### src/rtl/axi_lite_pkg.sv
// axi_lite_pkg: shared constants, FSM encoding and strobe-merge helper for the AXI-Lite write slave
package axi_lite_pkg;
    localparam int AXI_DATA_W = 32;
    localparam int AXI_STRB_W = 4;
    localparam logic [1:0] RESP_OKAY   = 2'b00;
    localparam logic [1:0] RESP_SLVERR = 2'b10;
    typedef enum logic [2:0] {IDLE, WAIT_W, WAIT_AW, WRITE, RESP} wr_state_t;
    function automatic logic [AXI_DATA_W-1:0] apply_strb(
        input logic [AXI_DATA_W-1:0] old_val,
        input logic [AXI_DATA_W-1:0] new_val,
        input logic [AXI_STRB_W-1:0] strb
    );
        logic [AXI_DATA_W-1:0] r;
        r = old_val;
        for (int i = 0; i < AXI_STRB_W; i++)
            r[8*i +: 8] = strb[i] ? new_val[8*i +: 8] : old_val[8*i +: 8];
        return r;
    endfunction
endpackage

### src/rtl/axi_lite_wr_regbank.sv
// axi_lite_wr_regbank: NUM_REGS x 32-bit register array with a byte-strobed write port
module axi_lite_wr_regbank
    import axi_lite_pkg::*;
#(
    parameter int NUM_REGS = 8
) (
    input  logic                             ACLK,
    input  logic                             ARESETn,
    input  logic                             we,
    input  logic [7:0]                       idx,
    input  logic [AXI_DATA_W-1:0]            data,
    input  logic [AXI_STRB_W-1:0]            strb,
    output logic [AXI_DATA_W*NUM_REGS-1:0]   reg_q
);
    always_ff @(posedge ACLK) begin
        if (!ARESETn)
            reg_q <= '0;
        else if (we)
            for (int k = 0; k < NUM_REGS; k++)
                if (idx == 8'(k))
                    reg_q[AXI_DATA_W*k +: AXI_DATA_W] <= apply_strb(reg_q[AXI_DATA_W*k +: AXI_DATA_W], data, strb);
    end
endmodule

### src/rtl/axi_lite_write_slave.sv
// axi_lite_write_slave: AXI4-Lite write responder, AW/W in any order, OKAY/SLVERR on B.
// Define AXI_WR_PROT_CHECK_EN to also reject unprivileged writes (AWPROT[0]=0) with SLVERR.
module axi_lite_write_slave
    import axi_lite_pkg::*;
#(
    parameter int          NUM_REGS  = 8,
    parameter logic [31:0] BASE_ADDR = 32'h0000_0000
) (
    input  logic                           ACLK,
    input  logic                           ARESETn,
    input  logic                           AWVALID,
    output logic                           AWREADY,
    input  logic [31:0]                    AWADDR,
    input  logic [2:0]                     AWPROT,
    input  logic                           WVALID,
    output logic                           WREADY,
    input  logic [AXI_DATA_W-1:0]          WDATA,
    input  logic [AXI_STRB_W-1:0]          WSTRB,
    output logic                           BVALID,
    output logic [1:0]                     BRESP,
    input  logic                           BREADY,
    output logic [AXI_DATA_W*NUM_REGS-1:0] reg_q,
    output logic                           wr_pulse,
    output logic [7:0]                     wr_index,
    output logic [AXI_STRB_W-1:0]          wr_strb
);
    localparam logic [31:0] SPAN = 32'(4 * NUM_REGS);

    wr_state_t             state, state_n;
    logic [31:0]           addr_q, addr_n, off;
    logic [2:0]            prot_q, prot_n;
    logic [AXI_DATA_W-1:0] data_q, data_n;
    logic [AXI_STRB_W-1:0] strb_q, strb_n, wr_strb_n;
    logic                  awready_n, wready_n, bvalid_n, wr_pulse_n;
    logic [1:0]            bresp_n;
    logic [7:0]            idx, wr_index_n;
    logic                  aw_hs, w_hs, addr_err, prot_err, err, commit, wr_en;

    assign aw_hs    = AWVALID && AWREADY;
    assign w_hs     = WVALID && WREADY;
    assign off      = addr_q - BASE_ADDR;
    assign idx      = off[9:2];
    assign addr_err = (addr_q < BASE_ADDR) || (off >= SPAN);
`ifdef AXI_WR_PROT_CHECK_EN
    assign prot_err = !prot_q[0];
`else
    logic unused_prot;
    assign prot_err    = 1'b0;
    assign unused_prot = ^prot_q;
`endif
    assign err    = addr_err || prot_err;
    assign commit = !err && (strb_q != '0);
    assign wr_en  = (state == WRITE) && commit;

    axi_lite_wr_regbank #(.NUM_REGS(NUM_REGS)) u_regbank (
        .ACLK    (ACLK),
        .ARESETn (ARESETn),
        .we      (wr_en),
        .idx     (idx),
        .data    (data_q),
        .strb    (strb_q),
        .reg_q   (reg_q)
    );

    always_comb begin
        state_n    = state;
        awready_n  = AWREADY;
        wready_n   = WREADY;
        bvalid_n   = BVALID;
        bresp_n    = BRESP;
        wr_pulse_n = 1'b0;
        wr_index_n = wr_index;
        wr_strb_n  = wr_strb;
        addr_n     = aw_hs ? AWADDR : addr_q;
        prot_n     = aw_hs ? AWPROT : prot_q;
        data_n     = w_hs ? WDATA : data_q;
        strb_n     = w_hs ? WSTRB : strb_q;
        case (state)
            // readies come up here on the first cycle after reset, then drop per handshake
            IDLE: begin
                awready_n = !aw_hs;
                wready_n  = !w_hs;
                state_n   = (aw_hs && w_hs) ? WRITE : aw_hs ? WAIT_W : w_hs ? WAIT_AW : IDLE;
            end
            WAIT_W: begin
                wready_n = !w_hs;
                state_n  = w_hs ? WRITE : WAIT_W;
            end
            WAIT_AW: begin
                awready_n = !aw_hs;
                state_n   = aw_hs ? WRITE : WAIT_AW;
            end
            WRITE: begin
                bvalid_n   = 1'b1;
                bresp_n    = err ? RESP_SLVERR : RESP_OKAY;
                wr_pulse_n = commit;
                wr_index_n = commit ? idx : wr_index;
                wr_strb_n  = commit ? strb_q : wr_strb;
                state_n    = RESP;
            end
            RESP: begin
                if (BREADY) begin
                    bvalid_n  = 1'b0;
                    awready_n = 1'b1;
                    wready_n  = 1'b1;
                    state_n   = IDLE;
                end
            end
            default: state_n = IDLE;
        endcase
    end

    always_ff @(posedge ACLK) begin
        if (!ARESETn) begin
            state    <= IDLE;
            AWREADY  <= 1'b0;
            WREADY   <= 1'b0;
            BVALID   <= 1'b0;
            BRESP    <= RESP_OKAY;
            wr_pulse <= 1'b0;
            wr_index <= '0;
            wr_strb  <= '0;
            addr_q   <= '0;
            prot_q   <= '0;
            data_q   <= '0;
            strb_q   <= '0;
        end else begin
            state    <= state_n;
            AWREADY  <= awready_n;
            WREADY   <= wready_n;
            BVALID   <= bvalid_n;
            BRESP    <= bresp_n;
            wr_pulse <= wr_pulse_n;
            wr_index <= wr_index_n;
            wr_strb  <= wr_strb_n;
            addr_q   <= addr_n;
            prot_q   <= prot_n;
            data_q   <= data_n;
            strb_q   <= strb_n;
        end
    end
endmodule

### config.mk
export PLATFORM = sky130hd
export DESIGN_NAME = axi_lite_write_slave
export DESIGN_NICKNAME = d
export VERILOG_FILES = /design/src/rtl/axi_lite_pkg.sv /design/src/rtl/axi_lite_wr_regbank.sv /design/src/rtl/axi_lite_write_slave.sv
export SDC_FILE = /design/constraint.sdc
export NUM_CORES = 1
export LEC_CHECK = 0
export ABC_AREA = 0
export CAP_MARGIN = 10
export CORE_ASPECT_RATIO = 1.2
export CORE_MARGIN = 3
export CORE_UTILIZATION = 45
export DETAILED_ROUTE_END_ITERATION = 8
export DONT_BUFFER_PORTS = 1
export GPL_TIMING_DRIVEN = 0
export RECOVER_POWER = 50
export SLEW_MARGIN = 20
export SYNTH_ARGS = -nofsm -noshare
export SYNTH_HDL_FRONTEND = slang
export SYNTH_HIERARCHICAL = 1
export SYNTH_SLANG_ARGS = --single-unit
### constraint.sdc
create_clock -name ACLK -period 2.9 [get_ports ACLK]
set_clock_uncertainty 0.1 [all_clocks]
set_input_delay 0.29 -clock ACLK [delete_from_list [all_inputs] [get_ports ACLK]]
set_output_delay 0.29 -clock ACLK [all_outputs]
set_load 0.01 [all_outputs]
==> out/metrics.cfg <==
[pwr]
seq_power_share_pct = 46.7
report.power.total_mw = 10.3
p_per_area_mw_per_mm2 = 657
switching_share_pct = 22.1
power_frac_clock_pct = 48.1
cell_internal_pwr_mw = 8.00
leakagePower_nw = 5.72
p_sw_mw = 2.27
irDropWorstVdd_mv = 0.399
combPwrFrac_pct = 5.2

[hold_path]
depth_of_the_worst_hold_timing_path = 3
worstHoldStart = AWVALID
min-delay-path-class = input port to flop
min_delay_worst_endpoint = state[0]

[clocking]
cts-htree-levels = 2
clock-root-buffer = sky130_fd_sc_hd__clkbuf_16
worst_setup_hold_path_clk_slew_ns = 0.07
clock_sink_count = 342
clk-insertion-delay-late_ns = 0.51
cts_tree = done
cts_max_path_buffers = 3
cts_inserted_buffers = 36

[synthesis]
synth_seq_area_share_pct = 54.2
mappedNetlistArea_mm2 = 0.0126
synth_edf_count = 0
yosysWarnings = 6
async_reset_ff_share_pct = 0
synth.ff_latch_count = 342
ys.flop_type = sky130_fd_sc_hd__dfxtp_1
post_synth.cell_area_avg_um2 = 9.97
post_synth_inst_count = 1268
count_of_cell_types_in_the_netlist = 36
mappedNetlistNets = 1344

[timing]
clock.fmax_mhz = 376
timing_worst_slew_pin_value_ns = 0.983
post_route_minimum_period_ns = 2.66
final-max-slew-violation-count = 0
headroom_to_the_max_slew_limit_pct = 34.4
grt_setup_unrepaired = false
final_hold_viol_count = 0
setup_viol = 0
final_min_period_over_clock_period_pct = 91.8

[layout]
layout_common_cells = sky130_fd_sc_hd__nand2_1, sky130_fd_sc_hd__dfxtp_1, sky130_fd_sc_hd__mux2i_1
nNetsFinal = 1482
final_layout_size_suffix_gt1_share_pct = 9.64
diodes = 0
final_util_pct = 57.1
flow.area_growth_from_synthesis_pct = 23.8
most_common_cell_after_layout_fill_and_taps_aside = sky130_fd_sc_hd__nand2_1

[critical_path]
path_class = flop to flop
critPathMaxFanout = 26
setup.reg_to_reg.worst_slack_ns = 0.24
crit_arrival_ns = 2.99
worst_setup_path_start_kind = flop
timing.rr.end = u_regbank/reg_q[173]
reg2reg_start = addr_q[5]
required_ns = 3.22
reg2reg_depth = 8
cp-end-kind = flop

[routing]
route.vias.total = 9381
drc_errors = 0
drt_first_iter_violations = 384
antenna_violating_nets_post_route = 0
post_drt_wl_per_cell_um = 21.5
post_drt_via_cell_ratio = 5.19
number_of_detailed_route_iterations_in_the_first_pass = 5
routed_wl_um = 38800

[floorplanning]
floorplan.die.height_um = 190
row_cnt = 66
initial_utilization_pct = 46.1
top_level_ports = 350
core_region_area_mm2 = 0.0274
die_boundary_width_um = 159
die_area_mm2 = 0.0301

[global_routing]
grt_pass1_vias = 9588
overflow = 0
global_route_wire_length_before_repair_um = 58800
grt_antenna_before_repair = 0
grt_max_degree = 18
globalRouteTotalUtil_pct = 24.9

[placed_design]
input_output_buffers = 0
dpl.hpwl_um = 27700
gp_congestion = 0.788

[status]
outcome = finished, final reports clean

[job]
maxCapViolCount = 0

[cells in the mapped netlist (3+ instances only)]
cell | instances | area share, %
sky130_fd_sc_hd__buf_1 | 7 | 0.21
sky130_fd_sc_hd__nor2_1 | 8 | 0.24
sky130_fd_sc_hd__a211oi_1 | 3 | 0.18
sky130_fd_sc_hd__clkbuf_1 | 56 | 1.7
sky130_fd_sc_hd__nand4_1 | 9 | 0.45
sky130_fd_sc_hd__a21oi_1 | 66 | 2.6
sky130_fd_sc_hd__dfxtp_1 | 342 | 54
sky130_fd_sc_hd__nor4_2 | 4 | 0.40
sky130_fd_sc_hd__nor3b_1 | 5 | 0.30
sky130_fd_sc_hd__nand2_1 | 440 | 13
sky130_fd_sc_hd__nor3_1 | 3 | 0.12
sky130_fd_sc_hd__nor4_1 | 5 | 0.25
sky130_fd_sc_hd__nor3_4 | 17 | 2.2
sky130_fd_sc_hd__nor4_4 | 7 | 1.2
sky130_fd_sc_hd__mux2i_1 | 263 | 21
sky130_fd_sc_hd__nand3_1 | 5 | 0.20
[cell type report]
cell class	instances	area, um^2
Timing Repair Buffer	102	1220
Buffer	68	300
Inverter	1	3.75
Fill cell	2409	11800
Sequential cell	342	6850
Multi-Input combinational cell	855	5520
Tap cell	374	468
Clock inverter	14	228
Clock buffer	50	1050
[kinds of logic after synthesis]
kind of cell | count (synthesis) | synth area share [%]
AO/OA/AOI/OAI | 71 | 2.98
buffers and inverters | 71 | 2.44
flip-flops | 342 | 54.2
multiplexers | 265 | 21.0
other | 1 | 0.0297
AND/OR/NAND/NOR | 518 | 19.4
[stage by stage]
step	instance area (um^2)	hold slack [ns]	TNS (ns)	setup slack, ns	std cells
2_1_floorplan	12600	0.326	0	0.113	1268
3_3_place_gp	13100	0.329	-92.25	-0.547	1642
3_5_place_dp	13100	0.333	-93.56	-0.587	1642
4_1_cts	15600	0.0648	0	0.0928	1805
5_1_grt	15600	0.0810	0	0.0465	1806
6_report	15600	0.0803	0	0.238	1806
[how the worst max path moves through the flow]
stage	cells past startpoint	startpoint	to
floorplan	9	addr_q[5]	u_regbank/reg_q[56]
global placement	9	addr_q[17]	u_regbank/reg_q[61]
detailed placement	9	addr_q[17]	u_regbank/reg_q[56]
CTS	9	addr_q[5]	u_regbank/reg_q[59]
global route	8	addr_q[5]	u_regbank/reg_q[183]
finish	8	addr_q[5]	u_regbank/reg_q[173]
[state kept, by name (all words and copies together) (netlist names)]
name / cells
strb_q: 4
wr_strb: 4
BVALID: 1
WREADY: 1
BRESP: 1
AWREADY: 1
wr_pulse: 1
data_q: 32
wr_index: 8
addr_q: 30
u_regbank/reg_q: 256
state: 3
[critical path, stage by stage (launching register included)]
cell	delay (ns)
sky130_fd_sc_hd__dfxtp_1	0.41
sky130_fd_sc_hd__nor4_4	0.33
sky130_fd_sc_hd__nand4_2	0.20
sky130_fd_sc_hd__nor3_4	0.34
sky130_fd_sc_hd__buf_8	0.26
sky130_fd_sc_hd__nand2_1	0.18
sky130_fd_sc_hd__nor4_4	0.35
sky130_fd_sc_hd__buf_12	0.18
sky130_fd_sc_hd__mux2i_1	0.20
[per-layer routing]
| layer | share of wire (%) | up-vias | GRT usage [%] |
|---|---|---|---|
| li1 | - | 4528 | - |
| met1 | 40 | 4476 | 28.7 |
| met2 | 49 | 309 | 44.2 |
| met3 | 7.8 | 68 | 8.12 |
| met4 | 3.1 | 0 | 7.71 |
| met5 | 0 | - | 0 |
[repair_timing]
| action | CTS | global route |
|---|---|---|
| pin swaps | 32 | 2 |
| endpoints found under the hold margin | 67 | 0 |
| hold buffers | 68 | 0 |
| endpoints found under the setup margin | 256 | 8 |
| gates cloned | 0 | 0 |
| buffers inserted | 32 | 2 |
| gates resized for setup | 5 | 3 |
[power by group through the flow]
| stage | Sequential (mW) | Clock (mW) | Combinational [mW] |
|---|---|---|---|
| floorplan | 4.89 | 0 | 0.313 |
| global placement | 4.90 | 0 | 0.443 |
| detailed placement | 4.90 | 0 | 0.448 |
| CTS | 4.80 | 5.01 | 0.526 |
| global route | 4.81 | 5.20 | 0.577 |
| finish | 4.80 | 4.94 | 0.530 |
Power figures use the tool's default switching activity.
